`src/rtl/fetch_redirect_controller.sv`:
```
// Purpose: arbitrate branch/jump redirects and stall sources into PC stall/succ/new_addr, plus flush strobes.
// Latency: zero in RUN (outputs combinational from same-cycle inputs); a redirect held in PEND issues in the first mem_stall-free cycle.
// Backpressure: mem_stall parks a redirect in PEND and holds pc_stall high; hazard_stall only stalls when no redirect is issuing.
// Ports: clock/reset (async, active-high); branch_taken/branch_offset (EX), jump_valid/jump_offset (ID);
//        hazard_stall, mem_stall in; pc_stall, pc_succ, pc_offset to the PC; flush_if, flush_id, misaligned strobes;
//        redirect_count, stall_count free-running 32-bit counters.
module fetch_redirect_controller #(
  parameter int FLUSH_CYCLES = 2
) (
  input  logic        clock,
  input  logic        reset,
  input  logic        branch_taken,
  input  logic [31:0] branch_offset,
  input  logic        jump_valid,
  input  logic [31:0] jump_offset,
  input  logic        hazard_stall,
  input  logic        mem_stall,
  output logic        pc_stall,
  output logic        pc_succ,
  output logic [31:0] pc_offset,
  output logic        flush_if,
  output logic        flush_id,
  output logic        misaligned,
  output logic [31:0] redirect_count,
  output logic [31:0] stall_count
);

  typedef enum logic [1:0] {RUN = 2'd0, PEND = 2'd1, FLUSH = 2'd2} state_t;

  // The issue cycle itself is the first of the FLUSH_CYCLES window.
  localparam logic [2:0] FLUSH_LOAD = 3'(FLUSH_CYCLES - 1);

  state_t      state_q, state_d;
  logic        pend_br_q, pend_br_d;
  logic [31:0] pend_off_q, pend_off_d;
  logic [2:0]  flush_cnt_q, flush_cnt_d;
  logic [31:0] redirect_count_q, redirect_count_d;
  logic [31:0] stall_count_q, stall_count_d;

  logic        cand_vld;
  logic [31:0] cand_off;
  logic        cand_bad;
  logic        br_bad;
  logic        issue;
  logic        issue_br;
  logic [31:0] issue_off;
  logic        stall_raw;
  logic        succ_raw;
  logic [31:0] off_raw;
  logic        fif_raw;
  logic        fid_raw;
  logic        mis_raw;

  // A jump alongside a taken branch is on the wrong path, so the branch wins.
  assign cand_vld = branch_taken | jump_valid;
  assign cand_off = branch_taken ? branch_offset : jump_offset;
  assign cand_bad = (cand_off[1:0] != 2'b00);
  assign br_bad   = (branch_offset[1:0] != 2'b00);

  always_comb begin
    state_d          = state_q;
    pend_br_d        = pend_br_q;
    pend_off_d       = pend_off_q;
    flush_cnt_d      = flush_cnt_q;
    redirect_count_d = redirect_count_q;
    issue            = 1'b0;
    issue_br         = 1'b0;
    issue_off        = 32'd0;
    stall_raw        = 1'b0;
    succ_raw         = 1'b0;
    off_raw          = 32'd0;
    fif_raw          = 1'b0;
    fid_raw          = 1'b0;
    mis_raw          = 1'b0;

    case (state_q)
      RUN: begin
        if (cand_vld && cand_bad) begin
          // Misaligned target is dropped: no flush, no count, stalls behave as idle.
          mis_raw   = 1'b1;
          stall_raw = hazard_stall | mem_stall;
        end else if (cand_vld && !mem_stall) begin
          issue     = 1'b1;
          issue_br  = branch_taken;
          issue_off = cand_off;
        end else if (cand_vld) begin
          stall_raw  = 1'b1;
          pend_br_d  = branch_taken;
          pend_off_d = cand_off;
          state_d    = PEND;
        end else begin
          stall_raw = hazard_stall | mem_stall;
        end
      end
      PEND: begin
        if (!mem_stall) begin
          // Pending redirect is older than anything arriving this cycle.
          issue     = 1'b1;
          issue_br  = pend_br_q;
          issue_off = pend_off_q;
        end else begin
          stall_raw = 1'b1;
          if (branch_taken) begin
            if (br_bad) begin
              mis_raw = 1'b1;
            end else begin
              pend_br_d  = 1'b1;
              pend_off_d = branch_offset;
            end
          end
        end
      end
      FLUSH: begin
        // Wrong-path requests and the squashed load consumer are ignored here.
        stall_raw   = mem_stall;
        flush_cnt_d = flush_cnt_q - 3'd1;
        if (flush_cnt_q <= 3'd1) begin
          state_d = RUN;
        end
      end
      default: begin
        state_d = RUN;
      end
    endcase

    if (issue) begin
      succ_raw         = 1'b1;
      off_raw          = issue_off;
      fif_raw          = 1'b1;
      fid_raw          = issue_br;
      redirect_count_d = redirect_count_q + 32'd1;
      flush_cnt_d      = FLUSH_LOAD;
      pend_br_d        = 1'b0;
      pend_off_d       = 32'd0;
      if (FLUSH_CYCLES == 1) begin
        state_d = RUN;
      end else begin
        state_d = FLUSH;
      end
    end
  end

  assign stall_count_d = stall_count_q + {31'd0, stall_raw};

  always_ff @(posedge clock or posedge reset) begin
    if (reset) begin
      state_q          <= RUN;
      pend_br_q        <= 1'b0;
      pend_off_q       <= 32'd0;
      flush_cnt_q      <= 3'd0;
      redirect_count_q <= 32'd0;
      stall_count_q    <= 32'd0;
    end else begin
      state_q          <= state_d;
      pend_br_q        <= pend_br_d;
      pend_off_q       <= pend_off_d;
      flush_cnt_q      <= flush_cnt_d;
      redirect_count_q <= redirect_count_d;
      stall_count_q    <= stall_count_d;
    end
  end

  // While reset is held nothing may issue, but the PC must still see the raw stall requests.
  assign pc_stall       = reset ? (hazard_stall | mem_stall) : stall_raw;
  assign pc_succ        = reset ? 1'b0  : succ_raw;
  assign pc_offset      = reset ? 32'd0 : off_raw;
  assign flush_if       = reset ? 1'b0  : fif_raw;
  assign flush_id       = reset ? 1'b0  : fid_raw;
  assign misaligned     = reset ? 1'b0  : mis_raw;
  assign redirect_count = redirect_count_q;
  assign stall_count    = stall_count_q;

endmodule

```
`config.mk`:
```
export PLATFORM = sky130hd
export DESIGN_NAME = fetch_redirect_controller
export DESIGN_NICKNAME = d
export VERILOG_FILES = /design/src/rtl/fetch_redirect_controller.sv
export SDC_FILE = /design/constraint.sdc
export NUM_CORES = 1
export LEC_CHECK = 0
export ABC_AREA = 0
export ABC_CLOCK_PERIOD_IN_PS = 6100
export CAP_MARGIN = 20
export CORE_MARGIN = 3
export CORE_UTILIZATION = 33
export DETAILED_ROUTE_END_ITERATION = 6
export SLEW_MARGIN = 20
export SYNTH_ARGS = -nofsm -noshare
export SYNTH_HDL_FRONTEND = slang
export SYNTH_SLANG_ARGS = --single-unit
```
`constraint.sdc`:
```
create_clock -name clock -period 6.1 [get_ports clock]
set_clock_uncertainty 0.15 [all_clocks]
set_input_delay 0.61 -clock clock [delete_from_list [all_inputs] [get_ports clock]]
set_output_delay 0.61 -clock clock [all_outputs]
set_load 0.005 [all_outputs]
```
==> impl_metrics.py, run 1 <==
metrics = {
    "cells_and_area": {
        "syn_to_final_growth_pct": 39.7,
        "final_util_pct": 48.2,
        "drive_gt1_share_pct": 11.0,
        "n_antenna_cell": 0,
        "fill_cells": 1483,
        "nNetsFinal": 763,
        "stdcell_count": 904,
    },
    "logic_synthesis": {
        "synth_cell_type_count": 50,
        "ys_seq_area_share_pct": 45.6,
        "ys_ff_latch": 102,
        "yosysWarnings": 0,
        "synth-edff-count": 0,
        "synthesis.nets": 605,
        "synth_area_mm2": 0.00560,
        "dominantRegCellSynth": "dfrtp_1",
        "syn_inst": 526,
        "ys_async_sr_fraction_pct": 100,
        "synth.avg_cell_area_um2": 10.6,
    },
    "clock_network": {
        "htree_levels": 3,
        "clk_pin_slew_worst_paths_ps": 70,
        "cts_sinks": 102,
        "numCtsBuffers": 9,
        "cts_root_buf": "clkbuf_16",
        "post_cts_buffers": 0,
        "cts.repair.resized": 0,
        "cts_tree": "built",
        "postCtsHoldBufs": 0,
        "cts_buffer_depth": 2,
        "clk_latency_ps": 340,
    },
    "critical_path": {
        "path_max_fanout": 39,
        "start_kind": "primary input",
        "crit_end": "pc_offset[2]",
        "rr_worst_depth": 11,
        "slowest_stage": "buf_2",
        "critical-path-max-stage-delay_ps": 690,
        "cp.depth": 8,
        "path_cells": "buf_2 -> nor3b_1 -> o21ai_1 -> nor2_2 -> buf_4 -> a22oi_1 -> nor2_1 -> clkdlybuf4s50_1",
        "ff2ff_setup_slack_ps": 2950,
        "endpoint_kind": "primary output",
        "path_class": "in2out",
        "r2r-end": "stall_count[26]",
        "arrival_ps": 3270,
        "cpLargestDelayFamily": "buffers and inverters",
        "cp-startpoint": "branch_taken",
        "required_ps": 5340,
        "r2r-start": "state_q[0]",
        "cp_num_buf_inv": 3,
    },
    "placed_design": {
        "globalplace.congestion": 0.843,
        "dp.cells": 889,
        "place_hpwl_mm": 10.8,
        "port-buffer-count": 170,
    },
    "global_route": {
        "grt_pass1_wl_mm": 24.5,
        "antenna_found_initial": 0,
        "groute.usage.overall_pct": 16.4,
        "grt_overflow": 0,
        "grt_pass1_vias": 4765,
        "grt_start_max_net_pins": 69,
    },
    "timing": {
        "hold_viol_final": 0,
        "finalSetupViolCount": 0,
        "period_share_pct": 66.0,
        "slew-limit-headroom_pct": 39.1,
        "worstMarginPinSlew_ps": 913,
        "fmax_ghz": 0.248,
        "drv_slew": 0,
        "fin_crit_ps": 4030,
        "setup_tns_ps": 0,
        "grt_setup_unrepaired": "false",
    },
    "floorplanning": {
        "fp.dieW_um": 136,
        "die-area_mm2": 0.0186,
        "core_area_mm2": 0.0162,
        "ios": 171,
        "initial_core_util_pct": 34.5,
        "rows": 46,
        "die_h_um": 136,
    },
    "run_status": {
        "status": "completed",
    },
    "routing": {
        "routed_wl_mm": 14.9,
        "viasPerCell": 5.11,
        "drtIter0Drc": 253,
        "vias": 4621,
        "wl_per_cell_um": 16.5,
        "drc": 0,
        "detail-route-antenna-nets": 0,
        "drt_first_pass_iters": 4,
    },
    "flow_run": {
        "cap_viol_max_count": 0,
    },
    "power_and_ir_drop": {
        "vdd_drop_max_v": 0.000120,
        "power.density_mw_per_mm2": 276,
        "p_leak_uw": 0.00327,
    },
    "min_path": {
        "hp-class": "reg2reg",
    },
}
-- through the flow --
step	hold slack, ps	worst slack (ps)	instance area (µm²)	power, µW
after CTS	328	2070	7830	2190
after floorplan	295	2000	5600	1300
after global placement	308	2030	7500	1570
after global routing	340	1860	7830	2300
final	319	2070	7830	2160
after detailed placement	315	2090	7530	1600
-- final cells by class --
type | instances | area [µm²] | share of cell area [%]
clock buffers | 10 | 239 | 3.05
inverters | 12 | 47.5 | 0.608
repair buffers | 177 | 1770 | 22.6
well taps | 216 | 270 | 3.45
multi-input cells | 382 | 2890 | 36.9
clock inverters | 5 | 60.1 | 0.767
flip-flops and latches | 102 | 2550 | 32.6
-- per-layer routing --
layer | vias up | global-route usage (%) | part of all wire, %
li1 | 2202 | - | -
met1 | 2238 | 21.8 | 46
met2 | 163 | 25.9 | 45
met3 | 18 | 4.40 | 7.3
met4 | 0 | 5.26 | 1.5
met5 | - | 0 | 0
-- cells in the final DEF (no fill, tap or decap), types with 9 or more instances in the layout --
master | synthesis | final
ha_1 | 9 | 9
mux2i_1 | 30 | 30
xor2_1 | 27 | 27
xnor2_1 | 36 | 36
nor2_1 | 55 | 53
nand3_1 | 23 | 23
nand2_1 | 27 | 27
clkdlybuf4s50_1 | 0 | 169
nor3_1 | 10 | 10
nand4_1 | 10 | 10
o2bb2ai_1 | 31 | 31
mux2_2 | 32 | 32
dfrtp_1 | 102 | 102
clkbuf_16 | 0 | 9
inv_1 | 12 | 11
a22oi_1 | 30 | 30
-- how the worst min path moves through the flow --
stage | to | startpoint | slack, ps | cells past startpoint
2_1_floorplan | pend_off_q[0] | pend_off_q[0] | 290 | 1
3_3_place_gp | redirect_count[31] | redirect_count[31] | 310 | 1
3_5_place_dp | redirect_count[31] | redirect_count[31] | 310 | 1
4_1_cts | redirect_count[31] | redirect_count[31] | 330 | 1
5_1_grt | stall_count[31] | stall_count[31] | 340 | 1
6_report | redirect_count[31] | redirect_count[31] | 320 | 1
-- sequential cells by signal, summed over array words and instances, names as in the netlist --
name	count
state_q	2
flush_cnt_q	3
pend_br_q	1
pend_off_q	32
redirect_count	32
stall_count	32
-- power by group --
group	switching [µW]	total, µW	internal, µW	leakage (µW)
Combinational	313	665	352	0.00177
Sequential	110	918	808	0.00135
Clock	252	580	328	0.000145
-- cell families after synthesis --
family | synth area share, %
buf+inv | 3.22
compound gates | 11.5
fa+ha+maj | 2.01
xor+xnor | 9.85
simple gates | 16.1
mux | 11.8
flops | 45.6
-- worst register-to-register path, cell delays in order, from the launching register on --
cell	delay, ps
dfrtp_1	410
inv_1	110
ha_1	380
nand3_1	150
a21oi_1	160
ha_1	200
ha_1	210
and4_1	270
nand2_1	90
nor4_1	560
nand4_1	190
xnor2_1	150
-- synthesized netlist by cell type (10+ instances only) --
master / count / area, µm²
nor3_1: 10 / 50.1
nand3_1: 23 / 115
clkbuf_1: 20 / 75.1
xnor2_1: 36 / 315
nand4_1: 10 / 62.6
o2bb2ai_1: 31 / 272
dfrtp_1: 102 / 2550
xor2_1: 27 / 236
inv_1: 12 / 45.0
a22oi_1: 30 / 225
nand2_1: 27 / 101
nor2_1: 55 / 206
mux2_2: 32 / 360
mux2i_1: 30 / 300
Power figures use the tool's default switching activity.
==> inputs of run 2 (changes only) <==
--- a/config.mk
+++ b/config.mk
@@ -6,7 +6,7 @@
 export NUM_CORES = 1
 export LEC_CHECK = 0
 export ABC_AREA = 0
-export ABC_CLOCK_PERIOD_IN_PS = 6100
+export ABC_CLOCK_PERIOD_IN_PS = 3750
 export CAP_MARGIN = 20
 export CORE_MARGIN = 3
 export CORE_UTILIZATION = 33
==> constraint.sdc (replaced) <==
create_clock -name clock -period 3.75 [get_ports clock]
set_clock_uncertainty 0.15 [all_clocks]
set_input_delay 0.375 -clock clock [delete_from_list [all_inputs] [get_ports clock]]
set_output_delay 0.375 -clock clock [all_outputs]
set_load 0.005 [all_outputs]
==> run 2 against run 1 <==
Count of clock-buffer cells in the layout is 1 higher. Worst hold slack improved by 5.3 ps. Register-to-register slack got worse by 2100 ps. Flip-flop and latch count stayed put. First-iteration DRC count down 2.0%. Core utilization grew 0.35 points. Cell area grew 0.74%. Sequential power is 62% higher.
==> impl_metrics.py, run 2 (synthesis gave the netlist of run 1 again) <==
metrics = {
    "run_status": {
        "status": "completed",
    },
    "critical_path": {
        "endpoint_kind": "primary output",
        "arrival_ps": 2650,
        "path_class": "reg2out",
        "cpLargestDelayFamily": "buffers and inverters",
        "slowest_stage": "clkdlybuf4s50_1",
        "cp_num_buf_inv": 4,
        "crit_path_frequent_cell": "inv_1",
        "path_max_fanout": 19,
        "r2r-start": "state_q[1]",
        "rr_worst_depth": 12,
        "start_kind": "flip-flop",
        "r2r-end": "stall_count[26]",
        "ff2ff_setup_slack_ps": 810,
        "required_ps": 3220,
        "path_cells": "inv_1 -> ha_1 -> inv_1 -> nor2_2 -> buf_4 -> a22oi_1 -> nor2_1 -> clkdlybuf4s50_1",
        "critical-path-max-stage-delay_ps": 520,
    },
    "min_path": {
        "hp-class": "reg2reg",
        "hold_path_depth": 1,
        "hold_end": "stall_count[31]",
        "hold_path_startpoint": "stall_count[31]",
    },
    "cells_and_area": {
        "drive_gt1_share_pct": 12.2,
        "most-common-layout-cells": "clkdlybuf4s50_1 (169), dfrtp_1 (102), nor2_1 (53), xnor2_1 (36), mux2_2 (32)",
        "n_antenna_cell": 0,
        "fill_cells": 1514,
        "nNetsFinal": 772,
        "final_common_cell": "clkdlybuf4s50_1",
        "syn_to_final_growth_pct": 40.8,
    },
    "floorplanning": {
        "ios": 171,
        "rows": 46,
        "die-area_mm2": 0.0186,
        "fp.dieW_um": 136,
        "die_h_um": 136,
        "initial_core_util_pct": 34.5,
        "core_area_mm2": 0.0162,
    },
    "routing": {
        "vias": 4659,
        "routed_wl_mm": 15.3,
        "viasPerCell": 5.10,
        "wl_per_cell_um": 16.8,
        "detail-route-antenna-nets": 0,
        "drc": 0,
        "drtIter0Drc": 248,
        "drt_first_pass_iters": 6,
    },
    "timing": {
        "slew-limit-headroom_pct": 25.5,
        "fin_crit_ps": 3170,
        "worstMarginPinSlew_ps": 1120,
        "fmax_ghz": 0.315,
        "drv_slew": 0,
        "grt_setup_unrepaired": "false",
        "worst_slack_ps": 578,
        "period_share_pct": 84.6,
        "hold_viol_final": 0,
        "setup_tns_ps": 0,
        "finalSetupViolCount": 0,
    },
    "clock_network": {
        "cts_tree": "built",
        "cts_buffer_depth": 2,
        "cts_sinks": 102,
        "cts.repair.resized": 0,
        "cts_root_buf": "clkbuf_16",
        "post_cts_buffers": 0,
        "htree_levels": 3,
        "postCtsHoldBufs": 0,
        "clk_latency_ps": 350,
        "numCtsBuffers": 9,
        "clk_pin_slew_worst_paths_ps": 70,
    },
    "placed_design": {
        "globalplace.congestion": 0.811,
        "port-buffer-count": 170,
        "place_hpwl_mm": 11.3,
        "place_ws_ps": 420,
    },
    "global_route": {
        "grt_overflow": 0,
        "groute.usage.overall_pct": 16.6,
        "antenna_found_initial": 0,
        "grt_pass1_wl_mm": 24.7,
        "grt_pass1_vias": 4745,
        "grt_start_max_net_pins": 57,
    },
    "power_and_ir_drop": {
        "vdd_drop_max_v": 0.000222,
        "power.density_mw_per_mm2": 451,
        "p_leak_uw": 0.00331,
    },
    "flow_run": {
        "cap_viol_max_count": 0,
    },
}
==> run 2: changes by cell type in the layout (fill, tap and decap cells not counted), sizes merged <==
cell,previous run,this run
clkinv,3,1
clkbuf,10,11
inv,12,14
buf,8,17
==> run 2: power by group <==
group	switching (µW)	internal [µW]	total (µW)
Clock	434	545	979
Sequential	177	1310	1490
Combinational	509	574	1080
Total	1120	2430	3550
==> run 2: how the worst max path moves through the flow <==
| stage | endpoint | slack [ps] | depth (start not counted) | from |
|---|---|---|---|---|
| 2_1_floorplan | pc_offset[0] | 120 | 3 | reset |
| 3_3_place_gp | stall_count[29] | 470 | 11 | branch_offset[0] |
| 3_5_place_dp | stall_count[25] | 420 | 11 | branch_offset[0] |
| 4_1_cts | pc_offset[2] | 540 | 8 | state_q[1] |
| 5_1_grt | pc_offset[2] | 380 | 8 | state_q[1] |
| 6_report | pc_offset[27] | 580 | 8 | state_q[1] |
==> run 2: per-stage QoR <==
stage	cells	instance area [µm²]	hold slack (ps)	utilization, %	total power (µW)
CTS	914	7880	330	48.6	3600
finish	914	7880	324	48.6	3550
detailed placement	898	7570	314	46.7	2610
global route	914	7880	346	48.6	3770
floorplan	526	5600	295	-	2110
global placement	898	7570	309	46.7	2570
==> run 2: final cells by class <==
cell class	instances	area [µm²]	area share, %
Multi-Input combinational cell	382	2890	36.6
Tap cell	216	270	3.43
Inverter	12	47.5	0.603
Clock inverter	5	66.3	0.841
Timing Repair Buffer	186	1820	23.0
Clock buffer	11	243	3.08
Sequential cell	102	2550	32.4
==> run 2: routing by layer <==
| layer | vias up | part of all wire [%] | global-route usage (%) |
|---|---|---|---|
| met2 | 154 | 45 | 25.9 |
| met1 | 2266 | 48 | 23.2 |
| li1 | 2225 | - | - |
| met4 | 0 | 1.3 | 5.15 |
| met5 | - | 0 | 0 |
| met3 | 14 | 5.9 | 3.44 |
